`config.mk`:
```
export PLATFORM = sky130hd
export DESIGN_NAME = fp_add_normalizer
export DESIGN_NICKNAME = d
export VERILOG_FILES = /design/src/rtl/fp_pkg.sv /design/src/rtl/fp_round_rne.sv /design/src/rtl/fp_add_normalizer.sv
export SDC_FILE = /design/constraint.sdc
export NUM_CORES = 1
export LEC_CHECK = 0
export CORE_ASPECT_RATIO = 0.9
export CORE_MARGIN = 3
export CORE_UTILIZATION = 50
export CTS_CLUSTER_DIAMETER = 200
export DETAILED_ROUTE_END_ITERATION = 7
export GPL_TIMING_DRIVEN = 0
export PLACE_DENSITY_LB_ADDON = 0.25
export SLEW_MARGIN = 20
export SYNTH_ARGS = -nofsm -noshare
export SYNTH_HDL_FRONTEND = slang
export SYNTH_SLANG_ARGS = --single-unit
```
`constraint.sdc`:
```
create_clock -name clk -period 2.5 [get_ports clk]
set_input_delay 0.25 -clock clk [delete_from_list [all_inputs] [get_ports clk]]
set_output_delay 0.25 -clock clk [all_outputs]
set_load 0.01 [all_outputs]
```
`src/rtl/fp_pkg.sv`:
```
// Shared single-precision floating-point constants and types used by the adder
// post-processing stages.
package fp_pkg;

    localparam int unsigned SIGN        = 31;
    localparam int unsigned EXPO        = 30;
    localparam int unsigned EXPO_LENGTH = 7;
    localparam int unsigned SIGNI       = 23;
    localparam int unsigned EXPO_MAX    = 255;

    typedef enum logic [2:0] {
        IDLE,
        NORM_R,
        NORM_L,
        ROUND,
        DONE
    } norm_state_t;

    // Magnitude fields (exponent + fraction) of the special encodings; prepend the sign.
    localparam logic [SIGN-1:0] ZERO_MAG = '0;
    localparam logic [SIGN-1:0] INF_MAG  = {8'hFF, 23'h000000};

endpackage

```
`src/rtl/fp_round_rne.sv`:
```
// Round-to-nearest-even increment of a normalised significand from its guard/round/sticky bits.
module fp_round_rne #(
    parameter int unsigned W = 24
) (
    input  logic [W-1:0] sig,
    input  logic [2:0]   grs,
    output logic [W-1:0] rounded,
    output logic         carry
);

    logic inc;

    // Ties (G=1, R=S=0) only round up when that makes the LSB even.
    assign inc = grs[2] & (grs[1] | grs[0] | sig[0]);
    assign {carry, rounded} = {1'b0, sig} + {{W{1'b0}}, inc};

endmodule

```
`src/rtl/fp_add_normalizer.sv`:
```
// Normalise-and-round stage behind the FP adder: one shift per clock, valid/ready
// handshake on input and output, result held until the consumer takes it.
module fp_add_normalizer #(
    parameter int unsigned SIGNI       = fp_pkg::SIGNI,
    parameter int unsigned EXPO_LENGTH = fp_pkg::EXPO_LENGTH,
    parameter int unsigned EXPO_MAX    = fp_pkg::EXPO_MAX
) (
    input  logic                         clk,
    input  logic                         rst_n,
    input  logic                         in_valid,
    output logic                         in_ready,
    input  logic                         in_sign,
    input  logic [EXPO_LENGTH:0]         in_expo,
    input  logic [SIGNI+1:0]             in_signi,
    input  logic [2:0]                   in_grs,
    output logic                         out_valid,
    input  logic                         out_ready,
    output logic [SIGNI+EXPO_LENGTH+1:0] out,
    output logic                         under_overflow
);

    import fp_pkg::*;

    localparam int unsigned EW = EXPO_LENGTH + 1;
    localparam logic [EW:0] EXPO_TOP = (EW+1)'(EXPO_MAX);
    localparam logic [EW:0] EXPO_ONE = (EW+1)'(1);

    norm_state_t state, state_n;

    logic                         sign_r, sign_n;
    logic [EW:0]                  expo_r, expo_n;
    logic [SIGNI+1:0]             signi_r, signi_n;
    logic                         g_r, r_r, s_r;
    logic                         g_n, r_n, s_n;
    logic [SIGNI+EXPO_LENGTH+1:0] out_r, out_n;
    logic                         flag_r, flag_n;

    logic [EW:0]    expo_inc;
    logic [SIGNI:0] rnd_sig;
    logic           rnd_carry;
    logic [SIGNI:0] carry_shift;

    fp_round_rne #(
        .W (SIGNI + 1)
    ) u_round (
        .sig     (signi_r[SIGNI:0]),
        .grs     ({g_r, r_r, s_r}),
        .rounded (rnd_sig),
        .carry   (rnd_carry)
    );

    assign expo_inc    = expo_r + EXPO_ONE;
    assign carry_shift = {rnd_carry, rnd_sig[SIGNI:1]};

    assign in_ready       = (state == IDLE);
    assign out_valid      = (state == DONE);
    assign out            = out_r;
    assign under_overflow = flag_r;

    always_ff @(posedge clk or negedge rst_n) begin
        if (!rst_n) begin
            state   <= IDLE;
            sign_r  <= 1'b0;
            expo_r  <= '0;
            signi_r <= '0;
            g_r     <= 1'b0;
            r_r     <= 1'b0;
            s_r     <= 1'b0;
            out_r   <= '0;
            flag_r  <= 1'b0;
        end else begin
            state   <= state_n;
            sign_r  <= sign_n;
            expo_r  <= expo_n;
            signi_r <= signi_n;
            g_r     <= g_n;
            r_r     <= r_n;
            s_r     <= s_n;
            out_r   <= out_n;
            flag_r  <= flag_n;
        end
    end

    always_comb begin
        state_n = state;
        sign_n  = sign_r;
        expo_n  = expo_r;
        signi_n = signi_r;
        g_n     = g_r;
        r_n     = r_r;
        s_n     = s_r;
        out_n   = out_r;
        flag_n  = flag_r;

        case (state)
            IDLE: begin
                if (in_valid) begin
                    sign_n          = in_sign;
                    expo_n          = {1'b0, in_expo};
                    signi_n         = in_signi;
                    {g_n, r_n, s_n} = in_grs;
                    // Special operands resolve immediately; the priority order matters.
                    if (in_expo == EXPO_TOP[EW-1:0]) begin
                        out_n   = {in_sign, INF_MAG};
                        flag_n  = 1'b1;
                        state_n = DONE;
                    end else if (in_signi == '0 && in_grs == '0) begin
                        out_n   = {in_sign, ZERO_MAG};
                        flag_n  = 1'b0;
                        state_n = DONE;
                    end else if (in_expo == '0) begin
                        out_n   = {in_sign, ZERO_MAG};
                        flag_n  = 1'b1;
                        state_n = DONE;
                    end else if (in_signi[SIGNI+1]) begin
                        state_n = NORM_R;
                    end else if (in_signi[SIGNI]) begin
                        state_n = ROUND;
                    end else begin
                        state_n = NORM_L;
                    end
                end
            end

            NORM_R: begin
                signi_n = signi_r >> 1;
                g_n     = signi_r[0];
                r_n     = g_r;
                s_n     = r_r | s_r;
                expo_n  = expo_inc;
                if (expo_inc == EXPO_TOP) begin
                    out_n   = {sign_r, INF_MAG};
                    flag_n  = 1'b1;
                    state_n = DONE;
                end else begin
                    state_n = ROUND;
                end
            end

            NORM_L: begin
                if (expo_r == EXPO_ONE) begin
                    out_n   = {sign_r, ZERO_MAG};
                    flag_n  = 1'b1;
                    state_n = DONE;
                end else begin
                    signi_n = {signi_r[SIGNI:0], g_r};
                    g_n     = r_r;
                    r_n     = 1'b0;
                    expo_n  = expo_r - EXPO_ONE;
                    // Bit SIGNI-1 becomes the hidden bit after this shift.
                    if (signi_r[SIGNI-1]) begin
                        state_n = ROUND;
                    end
                end
            end

            ROUND: begin
                state_n = DONE;
                flag_n  = 1'b0;
                if (rnd_carry) begin
                    signi_n = {1'b0, carry_shift};
                    expo_n  = expo_inc;
                    if (expo_inc == EXPO_TOP) begin
                        out_n  = {sign_r, INF_MAG};
                        flag_n = 1'b1;
                    end else begin
                        out_n = {sign_r, expo_inc[EW-1:0], carry_shift[SIGNI-1:0]};
                    end
                end else begin
                    signi_n = {1'b0, rnd_sig};
                    out_n   = {sign_r, expo_r[EW-1:0], rnd_sig[SIGNI-1:0]};
                end
            end

            DONE: begin
                if (out_ready) begin
                    state_n = IDLE;
                end
            end

            default: state_n = IDLE;
        endcase
    end

endmodule

```
==> qor.yml, run 1 <==
status:
  outcome: "finished, violations left"
  violations: "negative setup slack"
logic_synthesis:
  synth_async_sr_flop_share: 1.00
  synth-xor-area-share: 0.0486
  synth_cell_types: 61
  synth_most_common_cell: "o21ai_0"
  synth_nets: 661
  yosysSeqAreaShare: 0.367
  ys_top_cells_by_area: "dfrtp_1 (37%), o21ai_0 (7.5%), a21oi_1 (3.9%)"
  avgSynthCellArea_sq_um: 8.20
  netlist_instances: 615
  yosys.area.top_type: "dfrtp_1"
  synth_fa_ha_area_frac: 0.0124
  yosysWarnings: 0
  synth_area_sq_um: 5040
  synth_top_family_by_area: "compound AO/OA/AOI/OAI gates"
  synth-edff-count: 0
  ys_top_cells_by_count: "o21ai_0 (76), dfrtp_1 (74), nand2_1 (51), nor2_1 (48), a21oi_1 (39)"
  synthMuxAreaShare: 0.0315
  synthFlopType: "dfrtp_1"
  yosys.area.top_type_share: 0.367
  ys_seq_elements: 74
  synth-compound-area-share: 0.270
  synth-simple-area-share: 0.211
place:
  dpl.cell_count: 817
  io_buffers: 75
  place.gp.congestion: 0.997
  dp_hpwl_um: 13700
critical_path:
  startpoint_type: "register"
  crit_type: "reg -> reg"
  required_ns: 2.75
  crit_fanout: 6
  critPathArrivalTime_ns: 2.81
  endpoint_kind: "register"
power_and_ir_drop:
  p_per_area_nw_per_um2: 1270
  ir_worst_vdd_v: 0.000845
  leakage_nw: 2.62
final_layout:
  nNetsFinal: 763
  drive_above_1_share: 0.161
  fin_cells: 848
  syn_to_final_growth_pct: 31.0
  diodes: 0
floorplanning:
  start_util: 0.518
  num_rows: 34
  die_height_um: 101
  ioPinCount: 76
  dieArea_sq_um: 11300
  die_w_um: 112
  core_area_sq_um: 9740
sta:
  fmax_mhz: 391
  skew_ns: 0.00841
  worst_slew_pin_slew_ns: 0.769
  setup_viol: 9
  finalHoldViolations: 0
  post-route-period-util: 1.02
  rsz0062_at_grt: "yes"
  slew_headroom: 0.482
  setup_tns_ns: -0.238
  layout_setup_ws_ns: -0.0558
  finalMaxSlewViolations: 0
  final.min_clock_period_ns: 2.56
routing:
  drtAntennaViolNets: 0
  routedWlPerCell_um: 22.9
  routed_wl_um: 19400
  dr.first_iter.drc_count: 769
  first_pass_iters: 7
  num_vias: 5640
  drc_errors: 0
  viasPerCell: 6.65
global_route:
  grt-ovfl-total: 0
  grt_max_degree: 54
  antenna_found_initial: 0
  grt_pass1_wl_um: 29900
  grt_pass1_vias: 5312
  grt.total_usage: 0.342
cts:
  cts-root-buf: "clkbuf_8"
  cts_buffers: 9
  h-tree-depth: 3
  cts_tree: "yes"
  clk_latency_ns: 0.37
  path_clk_slew_ns: 0.09
  cts_sinks: 74
  cts_buffer_depth: 2
hold_path:
  hold_class: "in -> async"
flow_run:
  cap_violations: 0
critical path, cell delays in order (launching register included):
cell	delay (ns)
dfrtp_1	0.43
ha_4	0.19
buf_6	0.10
nand2_1	0.05
nor4b_2	0.29
nor3_2	0.10
or4_4	0.50
a21o_1	0.19
buf_8	0.16
buf_8	0.13
mux2_4	0.29
registers in the layout, summed over array words and instances, names as in the netlist:
signal / flops
sign_r: 1
s_r: 1
r_r: 1
out: 32
g_r: 1
state: 3
signi_r: 25
under_overflow: 1
expo_r: 9
worst paths after layout:
kind | startpoint | end | slack [ns] | depth (start not counted)
max | expo_r[0]$_DFFE_PN0P_ | out[26]$_DFFE_PN0P_ | -0.06 | 10
min | rst_n | expo_r[4]$_DFFE_PN0P_ | 0.33 | 2
max reg2reg | expo_r[0]$_DFFE_PN0P_ | out[26]$_DFFE_PN0P_ | -0.06 | 10
min reg2reg | out[8]$_DFFE_PN0P_ | out[8]$_DFFE_PN0P_ | 0.50 | 1
max in group asynchronous | rst_n | g_r$_DFFE_PN0P_ | 1.58 | 3
min in group clk | out_ready | state[2]$_DFFE_PN0P_ | 0.45 | 2
layer usage:
layer	routed length (um)	up-vias	GRT usage
met1	8090	2677	0.496
met3	2560	57	0.0741
met2	8130	426	0.503
li1	-	2480	-
met4	631	0	0.126
met5	0	-	0
logic make-up (layout without fill, tap and decap cells):
kind of cell | count (synthesis) | in the layout
mux | 13 | 13
fa+ha+maj | 5 | 5
xor+xnor | 28 | 28
flops | 74 | 74
compound gates | 212 | 212
simple gates | 214 | 214
buf+inv | 69 | 176
metrics by stage:
stage	setup slack [ns]	hold WS, ns	total power, mW	area (sq um)	util
floorplan	0.0212	-0.0456	4.99	5040	-
global placement	-1.48	0.474	6.53	5950	0.611
detailed placement	-0.772	0.174	6.63	5980	0.614
CTS	-0.0435	0.330	8.09	6490	0.666
global route	-0.110	0.368	8.83	6610	0.679
finish	-0.0558	0.333	8.38	6610	0.679
cell usage in the layout, fill, tap and decap left out, types with 18 or more instances in the layout:
master and instances:
a21oi_1 36, buf_4 21, clkdlybuf4s50_1 74, dfrtp_1 69
inv_1 18, nand2_1 48, nand3_1 18, nor2_1 44
nor3_1 25, o21ai_0 75, xnor2_1 22
layout make-up:
| cell class | count | area, sq um |
|---|---|---|
| sequential | 74 | 1860 |
| tap | 126 | 158 |
| inverter | 18 | 67.6 |
| multi-input combinational | 472 | 3050 |
| clock inverter | 5 | 103 |
| timing repair buffer | 97 | 963 |
| buffer | 45 | 280 |
| clock buffer | 11 | 131 |
| fill | 840 | 3130 |
power by group:
group	internal [mW]	switching [mW]	leakage [nW]	total [mW]
sequential	1.73	0.498	0.934	2.22
clock	0.663	0.496	0.114	1.16
combinational	2.09	2.91	1.57	5.00
total	4.48	3.90	2.62	8.38
timing repair:
action	4_1_cts	5_1_grt
endpoints found under the setup margin	69	66
hold endpoints to repair	21	0
setup buffers	12	7
gates resized for setup	51	30
cloned	1	0
hold buffers	1	0
pin swaps	10	8
(Power assumes the default switching activity.)
==> inputs of run 2 (changes only) <==
CAP_MARGIN = 20   (was unset)
==> results of run 2 <==
Final layout, timing and power as in run 1 (identical DEF).
==> inputs of run 3 (changes only) <==
CAP_MARGIN = 15   (was 20)
==> results of run 3 <==
Final layout, timing and power as in run 1 (identical DEF).
